### src/rtl/id_pkg.sv
// id_pkg: shared decode/issue types for the ID issue stage.
// Holds RV opcode constants, ALU/branch/memory enums, the issue packet and
// the instruction-buffer entry, plus small decode helpers.
package id_pkg;

  localparam int unsigned ID_XLEN = 32;

  localparam logic [6:0] OPC_LUI       = 7'b0110111;
  localparam logic [6:0] OPC_AUIPC     = 7'b0010111;
  localparam logic [6:0] OPC_JAL       = 7'b1101111;
  localparam logic [6:0] OPC_JALR      = 7'b1100111;
  localparam logic [6:0] OPC_BRANCH    = 7'b1100011;
  localparam logic [6:0] OPC_LOAD      = 7'b0000011;
  localparam logic [6:0] OPC_STORE     = 7'b0100011;
  localparam logic [6:0] OPC_OP_IMM    = 7'b0010011;
  localparam logic [6:0] OPC_OP        = 7'b0110011;
  localparam logic [6:0] OPC_OP_IMM_32 = 7'b0011011;
  localparam logic [6:0] OPC_OP_32     = 7'b0111011;
  localparam logic [6:0] OPC_MISC_MEM  = 7'b0001111;
  localparam logic [6:0] OPC_SYSTEM    = 7'b1110011;

  typedef enum logic [3:0] {
    ALU_ADD, ALU_SUB, ALU_SLL, ALU_SLT, ALU_SLTU, ALU_XOR,
    ALU_SRL, ALU_SRA, ALU_OR, ALU_AND, ALU_PASS_B
  } alu_op_e;

  typedef enum logic [2:0] {
    BR_NONE, BR_EQ, BR_NE, BR_LT, BR_GE, BR_LTU, BR_GEU
  } branch_type_e;

  typedef enum logic [1:0] { MW_B, MW_H, MW_W, MW_D } mem_width_e;
  typedef enum logic { OP1_RS1, OP1_PC } op1_sel_e;
  typedef enum logic { OP2_RS2, OP2_IMM } op2_sel_e;

  typedef struct packed {
    logic [ID_XLEN-1:0] pc;
    logic [ID_XLEN-1:0] rs1_data;
    logic [ID_XLEN-1:0] rs2_data;
    logic [ID_XLEN-1:0] imm;
    logic [4:0]         rd;
    logic [4:0]         rs1;
    logic [4:0]         rs2;
    alu_op_e            alu_op;
    logic               alu_word;
    op1_sel_e           op1_sel;
    op2_sel_e           op2_sel;
    logic               mem_read;
    logic               mem_write;
    mem_width_e         mem_width;
    logic               mem_unsigned;
    branch_type_e       branch_type;
    logic               is_jump;
    logic               reg_write;
    logic               illegal;
    logic               pred_taken;
    logic [ID_XLEN-1:0] pred_pc;
  } issue_pkt_t;

  typedef struct packed {
    logic [ID_XLEN-1:0] pc;
    logic [31:0]        inst;
    logic               pred_taken;
    logic [ID_XLEN-1:0] pred_pc;
  } ibuf_entry_t;

  // Sign-extend a 32-bit immediate to the datapath width.
  function automatic logic [ID_XLEN-1:0] sext32(input logic [31:0] v);
    return ID_XLEN'($signed(v));
  endfunction

  // funct3 (+ alternate bit inst[30]) to ALU operation.
  function automatic alu_op_e alu_fn(input logic [2:0] f3, input logic alt);
    case (f3)
      3'b000:  return alt ? ALU_SUB : ALU_ADD;
      3'b001:  return ALU_SLL;
      3'b010:  return ALU_SLT;
      3'b011:  return ALU_SLTU;
      3'b100:  return ALU_XOR;
      3'b101:  return alt ? ALU_SRA : ALU_SRL;
      3'b110:  return ALU_OR;
      default: return ALU_AND;
    endcase
  endfunction

endpackage

### src/rtl/id_ibuf.sv
// id_ibuf: instruction buffer FIFO between fetch and decode.
// Ports: clk, rst_n, push/din (enqueue), pop (dequeue head), clear (empty
// at next edge, overrides push/pop), dout (head entry), full, empty.
// Pointers carry one extra wrap bit to tell full from empty.
module id_ibuf #(
  parameter int unsigned W     = 8,
  parameter int unsigned DEPTH = 4
) (
  input  logic         clk,
  input  logic         rst_n,
  input  logic         push,
  input  logic [W-1:0] din,
  input  logic         pop,
  input  logic         clear,
  output logic [W-1:0] dout,
  output logic         full,
  output logic         empty
);
  localparam int unsigned AW = $clog2(DEPTH);

  logic [AW:0]  head_q, tail_q;
  logic [W-1:0] mem [DEPTH];

  assign empty = (head_q == tail_q);
  assign full  = (head_q[AW-1:0] == tail_q[AW-1:0]) && (head_q[AW] != tail_q[AW]);
  assign dout  = mem[head_q[AW-1:0]];

  // Pointer update; clear wins over push and pop.
  always_ff @(posedge clk or negedge rst_n) begin
    if (!rst_n) begin
      head_q <= '0;
      tail_q <= '0;
    end else if (clear) begin
      head_q <= '0;
      tail_q <= '0;
    end else begin
      if (push) tail_q <= tail_q + (AW+1)'(1);
      if (pop)  head_q <= head_q + (AW+1)'(1);
    end
  end

  // Storage; contents are only observed while non-empty, so no reset.
  always_ff @(posedge clk) begin
    if (push && !clear) mem[tail_q[AW-1:0]] <= din;
  end

endmodule

### src/rtl/id_issue_stage.sv
// id_issue_stage: decode/issue stage with instruction buffer, register file
// and per-register scoreboard. Issues to EX only when operands are final.
// Ports: fetch_* (IF side, valid/ready), issue_* (EX side, valid/ready),
// wb_* (writeback), kill_* (squashed writer release), flush,
// redirect_valid/redirect_pc (early branch correction).
// Optional feature macro: ID_EARLY_BRANCH_EN resolves conditional branches
// at issue; when undefined the redirect outputs are tied to zero.
module id_issue_stage
  import id_pkg::*;
#(
  parameter int unsigned XLEN       = ID_XLEN,
  parameter int unsigned NREGS      = 32,
  parameter int unsigned IBUF_DEPTH = 4,
  localparam int unsigned RW        = $clog2(NREGS)
) (
  input  logic            clk,
  input  logic            rst_n,
  input  logic            fetch_valid,
  output logic            fetch_ready,
  input  logic [XLEN-1:0] fetch_pc,
  input  logic [31:0]     fetch_inst,
  input  logic            fetch_pred_taken,
  input  logic [XLEN-1:0] fetch_pred_pc,
  output logic            issue_valid,
  input  logic            issue_ready,
  output issue_pkt_t      issue_pkt,
  input  logic            wb_en,
  input  logic [RW-1:0]   wb_rd,
  input  logic [XLEN-1:0] wb_data,
  input  logic            kill_en,
  input  logic [RW-1:0]   kill_rd,
  input  logic            flush,
  output logic            redirect_valid,
  output logic [XLEN-1:0] redirect_pc
);
  localparam int unsigned EW = $bits(ibuf_entry_t);

  ibuf_entry_t       push_ent, head;
  logic [EW-1:0]     head_bits;
  logic              full, empty, fire, clear, push;
  issue_pkt_t        d;
  logic              use_rs1, use_rs2, hazard;
  logic [RW-1:0]     rs1_idx, rs2_idx, rd_idx;
  logic [XLEN-1:0]   rs1_data, rs2_data;
  logic [XLEN-1:0]   regs [NREGS];
  logic [NREGS-1:0]  busy, busy_nxt;
  logic [31:0]       inst;

  assign fetch_ready = rst_n && !full;
  assign clear       = flush || redirect_valid;
  assign push        = fetch_valid && fetch_ready && !clear;
  assign push_ent    = '{pc: ID_XLEN'(fetch_pc), inst: fetch_inst,
                         pred_taken: fetch_pred_taken, pred_pc: ID_XLEN'(fetch_pred_pc)};

  id_ibuf #(.W(EW), .DEPTH(IBUF_DEPTH)) u_ibuf (
    .clk   (clk),
    .rst_n (rst_n),
    .push  (push),
    .din   (push_ent),
    .pop   (fire),
    .clear (clear),
    .dout  (head_bits),
    .full  (full),
    .empty (empty)
  );

  assign head    = ibuf_entry_t'(head_bits);
  assign inst    = head.inst;
  assign rs1_idx = RW'(inst[19:15]);
  assign rs2_idx = RW'(inst[24:20]);
  assign rd_idx  = RW'(inst[11:7]);

  // Decode of the buffer head (operand data filled in separately).
  always_comb begin
    d            = '0;
    use_rs1      = 1'b0;
    use_rs2      = 1'b0;
    d.pc         = head.pc;
    d.rd         = inst[11:7];
    d.rs1        = inst[19:15];
    d.rs2        = inst[24:20];
    d.pred_taken = head.pred_taken;
    d.pred_pc    = head.pred_pc;
    case (inst[6:0])
      OPC_LUI: begin
        d.reg_write = 1'b1; d.imm = sext32({inst[31:12], 12'b0});
        d.op2_sel = OP2_IMM; d.alu_op = ALU_PASS_B;
      end
      OPC_AUIPC: begin
        d.reg_write = 1'b1; d.imm = sext32({inst[31:12], 12'b0});
        d.op1_sel = OP1_PC; d.op2_sel = OP2_IMM;
      end
      OPC_JAL: begin
        d.reg_write = 1'b1; d.is_jump = 1'b1; d.op1_sel = OP1_PC;
        d.imm = sext32({{11{inst[31]}}, inst[31], inst[19:12], inst[20], inst[30:21], 1'b0});
      end
      OPC_JALR: begin
        d.reg_write = 1'b1; d.is_jump = 1'b1; use_rs1 = 1'b1;
        d.imm = sext32({{20{inst[31]}}, inst[31:20]});
      end
      OPC_BRANCH: begin
        use_rs1 = 1'b1; use_rs2 = 1'b1;
        d.imm = sext32({{19{inst[31]}}, inst[31], inst[7], inst[30:25], inst[11:8], 1'b0});
        case (inst[14:12])
          3'b000:  d.branch_type = BR_EQ;
          3'b001:  d.branch_type = BR_NE;
          3'b100:  d.branch_type = BR_LT;
          3'b101:  d.branch_type = BR_GE;
          3'b110:  d.branch_type = BR_LTU;
          3'b111:  d.branch_type = BR_GEU;
          default: d.illegal     = 1'b1;
        endcase
      end
      OPC_LOAD: begin
        use_rs1 = 1'b1; d.reg_write = 1'b1; d.mem_read = 1'b1; d.op2_sel = OP2_IMM;
        d.imm = sext32({{20{inst[31]}}, inst[31:20]});
        d.mem_width = mem_width_e'(inst[13:12]); d.mem_unsigned = inst[14];
      end
      OPC_STORE: begin
        use_rs1 = 1'b1; use_rs2 = 1'b1; d.mem_write = 1'b1; d.op2_sel = OP2_IMM;
        d.imm = sext32({{20{inst[31]}}, inst[31:25], inst[11:7]});
        d.mem_width = mem_width_e'(inst[13:12]);
      end
      OPC_OP_IMM, OPC_OP_IMM_32: begin
        use_rs1 = 1'b1; d.reg_write = 1'b1; d.op2_sel = OP2_IMM;
        d.imm = sext32({{20{inst[31]}}, inst[31:20]});
        // inst[30] selects SRA only for shifts; for ADDI it is immediate data.
        d.alu_op   = alu_fn(inst[14:12], inst[30] && (inst[14:12] == 3'b101));
        d.alu_word = (inst[6:0] == OPC_OP_IMM_32);
        d.illegal  = d.alu_word && (XLEN != 64);
      end
      OPC_OP, OPC_OP_32: begin
        use_rs1 = 1'b1; use_rs2 = 1'b1; d.reg_write = 1'b1;
        d.alu_op   = alu_fn(inst[14:12], inst[30]);
        d.alu_word = (inst[6:0] == OPC_OP_32);
        d.illegal  = d.alu_word && (XLEN != 64);
      end
      OPC_MISC_MEM, OPC_SYSTEM: ;
      default: d.illegal = 1'b1;
    endcase
    // Illegal instructions still flow to EX but touch no registers.
    if (d.illegal) begin
      d.reg_write = 1'b0;
      use_rs1     = 1'b0;
      use_rs2     = 1'b0;
    end
  end

  // Asynchronous register read with same-cycle writeback bypass.
  always_comb begin
    rs1_data = regs[rs1_idx];
    rs2_data = regs[rs2_idx];
    if (wb_en && wb_rd == rs1_idx) rs1_data = wb_data;
    if (wb_en && wb_rd == rs2_idx) rs2_data = wb_data;
    if (rs1_idx == '0) rs1_data = '0;
    if (rs2_idx == '0) rs2_data = '0;
  end

  // Sources may bypass a writeback landing this cycle; WAW may not.
  assign hazard = (use_rs1 && busy[rs1_idx] && !(wb_en && wb_rd == rs1_idx)) ||
                  (use_rs2 && busy[rs2_idx] && !(wb_en && wb_rd == rs2_idx)) ||
                  (d.reg_write && busy[rd_idx]);

  assign issue_valid = !empty && !hazard && !flush;
  assign fire        = issue_valid && issue_ready;

  always_comb begin
    issue_pkt          = d;
    issue_pkt.rs1_data = ID_XLEN'(rs1_data);
    issue_pkt.rs2_data = ID_XLEN'(rs2_data);
    if (empty) issue_pkt = '0;
  end

  // Scoreboard next state: clears first so a same-register set wins.
  always_comb begin
    busy_nxt = busy;
    if (wb_en)   busy_nxt[wb_rd]   = 1'b0;
    if (kill_en) busy_nxt[kill_rd] = 1'b0;
    if (fire && d.reg_write && rd_idx != '0) busy_nxt[rd_idx] = 1'b1;
    busy_nxt[0] = 1'b0;
  end

  always_ff @(posedge clk or negedge rst_n) begin
    if (!rst_n) begin
      busy <= '0;
      for (int i = 0; i < int'(NREGS); i++) regs[i] <= '0;
    end else begin
      busy <= busy_nxt;
      if (wb_en && wb_rd != '0) regs[wb_rd] <= wb_data;
    end
  end

`ifdef ID_EARLY_BRANCH_EN
  logic            br_taken;
  logic [XLEN-1:0] br_target;

  assign br_target = XLEN'(head.pc) + XLEN'(d.imm);

  always_comb begin
    case (d.branch_type)
      BR_EQ:   br_taken = (rs1_data == rs2_data);
      BR_NE:   br_taken = (rs1_data != rs2_data);
      BR_LT:   br_taken = ($signed(rs1_data) <  $signed(rs2_data));
      BR_GE:   br_taken = ($signed(rs1_data) >= $signed(rs2_data));
      BR_LTU:  br_taken = (rs1_data <  rs2_data);
      BR_GEU:  br_taken = (rs1_data >= rs2_data);
      default: br_taken = 1'b0;
    endcase
  end

  // Redirect only when the prediction disagrees with the resolved outcome.
  always_comb begin
    redirect_valid = 1'b0;
    redirect_pc    = '0;
    if (fire && d.branch_type != BR_NONE && !d.illegal) begin
      if (br_taken && (!head.pred_taken || XLEN'(head.pred_pc) != br_target)) begin
        redirect_valid = 1'b1;
        redirect_pc    = br_target;
      end else if (!br_taken && head.pred_taken) begin
        redirect_valid = 1'b1;
        redirect_pc    = XLEN'(head.pc) + XLEN'(4);
      end
    end
  end
`else
  assign redirect_valid = 1'b0;
  assign redirect_pc    = '0;
`endif

endmodule

### config.mk
export PLATFORM = sky130hd
export DESIGN_NAME = id_issue_stage
export DESIGN_NICKNAME = d
export VERILOG_FILES = /design/src/rtl/id_pkg.sv /design/src/rtl/id_ibuf.sv /design/src/rtl/id_issue_stage.sv
export SDC_FILE = /design/constraint.sdc
export NUM_CORES = 2
export LEC_CHECK = 0
export ABC_CLOCK_PERIOD_IN_PS = 6400
export BUFFER_PORTS_ARGS = -buffer_cell sky130_fd_sc_hd__clkbuf_2
export CAP_MARGIN = 15
export CORE_AREA = 2 2 355 357
export CTS_CLUSTER_DIAMETER = 80
export CTS_CLUSTER_SIZE = 28
export DETAILED_ROUTE_END_ITERATION = 16
export DIE_AREA = 0 0 357 359
export PLACE_DENSITY = 0.78
export SLEW_MARGIN = 20
export SYNTH_ARGS = -nofsm -noshare
export SYNTH_HDL_FRONTEND = slang
export SYNTH_SLANG_ARGS = --single-unit
### constraint.sdc
create_clock -name clk -period 6.4 [get_ports clk]
set_clock_uncertainty 0.1 [all_clocks]
set_input_delay 0.32 -clock clk [delete_from_list [all_inputs] [get_ports clk]]
set_output_delay 0.32 -clock clk [all_outputs]
set_load 0.005 [all_outputs]
==> metrics.md <==
| Metric | Value |
|---|---|
| Run status | `finished, final reports clean` |
| Final hold vios | `0` |
| PwrDens | `297.7 nW/um2` |
| Die Span Y | `around 360 um` |
| Pleak | `between 30 and 40 nW` |
| Max-cap violations | `0` |
| # nets final | `between 5,000 and 6,000` |
| Chip width | `approximately 360 um` |
| Vias in the first global route | `49,877` |
| Register bit total from synthesis | `around 1,400` |
| Type of origin of the critical path | `flip-flop` |
| Unrepaired setup endpoints after global routing | `no` |
| CP Capture Type | `output pin` |
| Pre-CTS setup slack | `1127 ps` |
| Area after DPL | `77,200 um2` |
| Number of flops mapped to enable cells by yosys | `388` |
| Ys flop type | `dfrtp_1` |
| HPWL Detailed | `122.0 mm` |
| Cell variety after synth | `72` |
| Multi-input gate area | `33,750 um2` |
| Worst-path cell chain | `buf_4 > mux4_4 > xor2_1 > nor4_1 > nand3_4 > buf_4 > a211oi_1 > clkbuf_2` |
| CTS Root Cell | `clkbuf_16` |
| FMAX | `166.7 MHz` |
| WP data required | `approximately 6000 ps` |
| Initial core utilization | `0.5955` |
| Clock Pin Slew Worst Setup and Hold Paths | `110 ps` |
| Final setup viols | `0` |
| Gp weighted congestion | `0.9119` |
| Via count | `48,333` |
| Core ar. | `roughly 120,000 um2` |
| Cell Rows | `130` |
| Post-CTS Resized | `0` |
| Antenna violations before repair | `12` |
| Total wire length | `211.4 mm` |
| Final Critical Period | `6000 ps` |
| Clock Path Buffers | `3` |
| Critical path type | `flip-flop to output pin` |
| Post-synthesis async set-or-reset flop share | `0.7322` |
| Final ANT Viol Nets | `0` |
| Synthesized area | `roughly 74,000 um2` |
| All-layer global routing usage | `0.3300` |
| I/O pin count | `approximately 380` |
| Syn Inst Count | `5,040` |
| Register area share after synthesis | `0.5149` |
| Die area | `128,200 um2` |
| TritonRoute pass-1 iters | `10` |
| Initial DRC Count | `5,562` |
| Largest net degree at the start of global routing | `184` |
| CP most frequent cell | `buf_4` |
| Warning count from the yosys run | `0` |
| Remaining global-route overflow | `0` |
| H-tree depth | `3` |
| Setup ws final | `around 400 ps` |
| TritonCTS Buffers | `70` |
| Crit path max-delay cell type | `mux4_4` |
| Hold_sp | `kill_rd[2]` |
| Num Clock Sinks | `1,449` |
| CTS tree | `yes` |
| Fillers | `8,633` |
| Setup TNS | `0 ps` |
| CP peak stage delay | `960 ps` |
| VDD IR max | `between 0.3 and 0.4 mV` |
| Port Buffers | `around 340` |
| Final period util | `0.9375` |
| Worst Path Max Fanout | `55` |
| Drc violations | `0` |
| Drt via density | `7.029` |
| Layout cell share with drive strength beyond 1 | `0.4352` |
| Core Util, Final | `0.6481` |
| Fin area | `80,750 um2` |
| Relative slew margins | `0.2408` |
| Syn avg cell area | `~15 um2` |
| Reg2reg start | `u_ibuf.head_q[0]$_DFFE_PN0P_` |
| Hold Crit Class | `input pin to flip-flop` |
| Global-route wire length before repair | `315.5 mm` |
| Worst EP arrival | `5580 ps` |
| Tightest Pin Transition | `~1100 ps` |
| Critical path launch point | `u_ibuf.head_q[0]$_DFFE_PN0P_` |
| Clock latency on the worst-skew pair | `740 ps` |
| Final slew viol count | `0` |
| Post-DR wirelength/cell | `30.75 um` |
| FF/Latch Area | `38,210 um2` |
| Area Growth Syn to Fin | `8.838%` |
-- cells in the final DEF, fill, tap and decap left out, types with 6 or more instances in the layout --
master	synthesis	final
nor2_1	134	117
edfxtp_1	388	388
a21oi_1	109	109
clkbuf_16	0	71
a22oi_1	6	6
a211oi_1	195	195
clkbuf_2	0	340
clkinv_16	0	7
buf_4	72	98
nor2b_1	77	77
nand2b_1	8	8
mux4_2	608	599
inv_6	0	6
a31oi_1	67	67
mux2i_1	71	71
dfrtp_1	1061	1059
diode_2	0	10
mux2_2	1001	999
nand2_1	353	338
inv_1	12	12
o21ai_0	13	13
nand3b_1	8	8
nor3_1	16	16
o31ai_2	17	17
xor2_1	9	9
nor2_4	0	17
nand3_1	30	29
and2_1	138	134
dlygate4sd3_1	0	108
conb_1	1	33
clkbuf_1	333	11
mux4_4	0	9
nand2_2	1	16
o31ai_1	14	14
buf_12	0	33
a311oi_1	64	64
nor3b_1	8	7
-- critical path, delay by kind of cell, from the launching register on --
family                 cells  cell delay (ps)
multiplexers               1              960
buffers and inverters      3             1240
flip-flops                 1              830
XOR/XNOR                   1              230
AO/OA/AOI/OAI              1              930
AND/OR/NAND/NOR            2              670
-- sequential cells by signal (all words and copies together) (netlist names) --
register	count
u_ibuf.head_q	3
regs	1024
u_ibuf.tail_q	3
busy	31
u_ibuf.mem	388
-- cell families after synthesis --
logic type	Yosys count	share of synthesized area
flip-flops	1449	0.5149
buffers and inverters	572	0.03520
AND/OR/NAND/NOR	801	0.05111
other	1	0.00005054
multiplexers	1683	0.3466
AO/OA/AOI/OAI	514	0.04941
XOR/XNOR	15	0.001872
adder cells (fa/ha/maj)	5	0.0008432
-- worst paths after layout --
check | endpoint | slack [ps] | depth (start not counted)
setup / recovery | issue_pkt[158] | 400 | 8
hold / removal | busy[17]$_DFF_PN0_ | 50 | 5
setup reg to reg | u_ibuf.head_q[2]$_DFFE_PN0P_ | 1160 | 11
hold reg to reg | regs[999]$_DFFE_PN0P_ | 300 | 0
max in group asynchronous | regs[800]$_DFFE_PN0P_ | 4320 | 4
min in group asynchronous | u_ibuf.tail_q[1]$_DFFE_PN0P_ | 310 | 3
-- power by group --
group	total [mW]	switching [mW]	internal (mW)
clock	5.64	3.29	2.35
sequential	11.7	0.934	10.8
combinational	6.70	3.21	3.49
total	24.0	7.43	16.6
-- what timing repair did --
action                                 4_1_cts  5_1_grt
endpoints found under the hold margin      728        0
buffers inserted                             0        0
hold buffers                               108        0
-- stage by stage --
step / std cells / hold slack (ps) / power, mW
global route: 6875 / 91.78 / 24.96
floorplan: 5072 / -75.59 / 16.37
CTS: 6866 / 2.057 / 23.96
detailed placement: 6636 / 76.88 / 18.41
finish: 6876 / 53.92 / 24.04
global placement: 6636 / 78.31 / 18.15
-- cells in the mapped netlist, types with 71 or more instances --
master / n / share of area
a211oi_1: 195 / 0.020
a21oi_1: 109 / 0.0074
and2_1: 138 / 0.012
buf_2: 74 / 0.0050
buf_4: 72 / 0.0073
clkbuf_1: 333 / 0.017
dfrtp_1: 1061 / 0.36
edfxtp_1: 388 / 0.16
mux2_2: 1001 / 0.15
mux2i_1: 71 / 0.0096
mux4_2: 608 / 0.18
nand2_1: 353 / 0.018
nor2_1: 134 / 0.0068
nor2b_1: 77 / 0.0065
-- metal layers --
layer / vias to the layer above / GRT usage / part of all wire
met5: - / 0 / 0.00027
met4: 8 / 0.1464 / 0.050
met3: 614 / 0.08066 / 0.10
met2: 2867 / 0.5142 / 0.47
met1: 25354 / 0.4439 / 0.38
li1: 19490 / - / -
-- cell type report --
class                   instances  area share
flip-flops and latches       1449      0.4732
multi-input cells            3051      0.4180
well taps                    1650     0.02557
repair buffers                581     0.05208
diodes                         10   0.0003099
inverters                      13   0.0006043
clock buffers                  84     0.02285
clock inverters                38    0.007406
(Power assumes the default switching activity.)
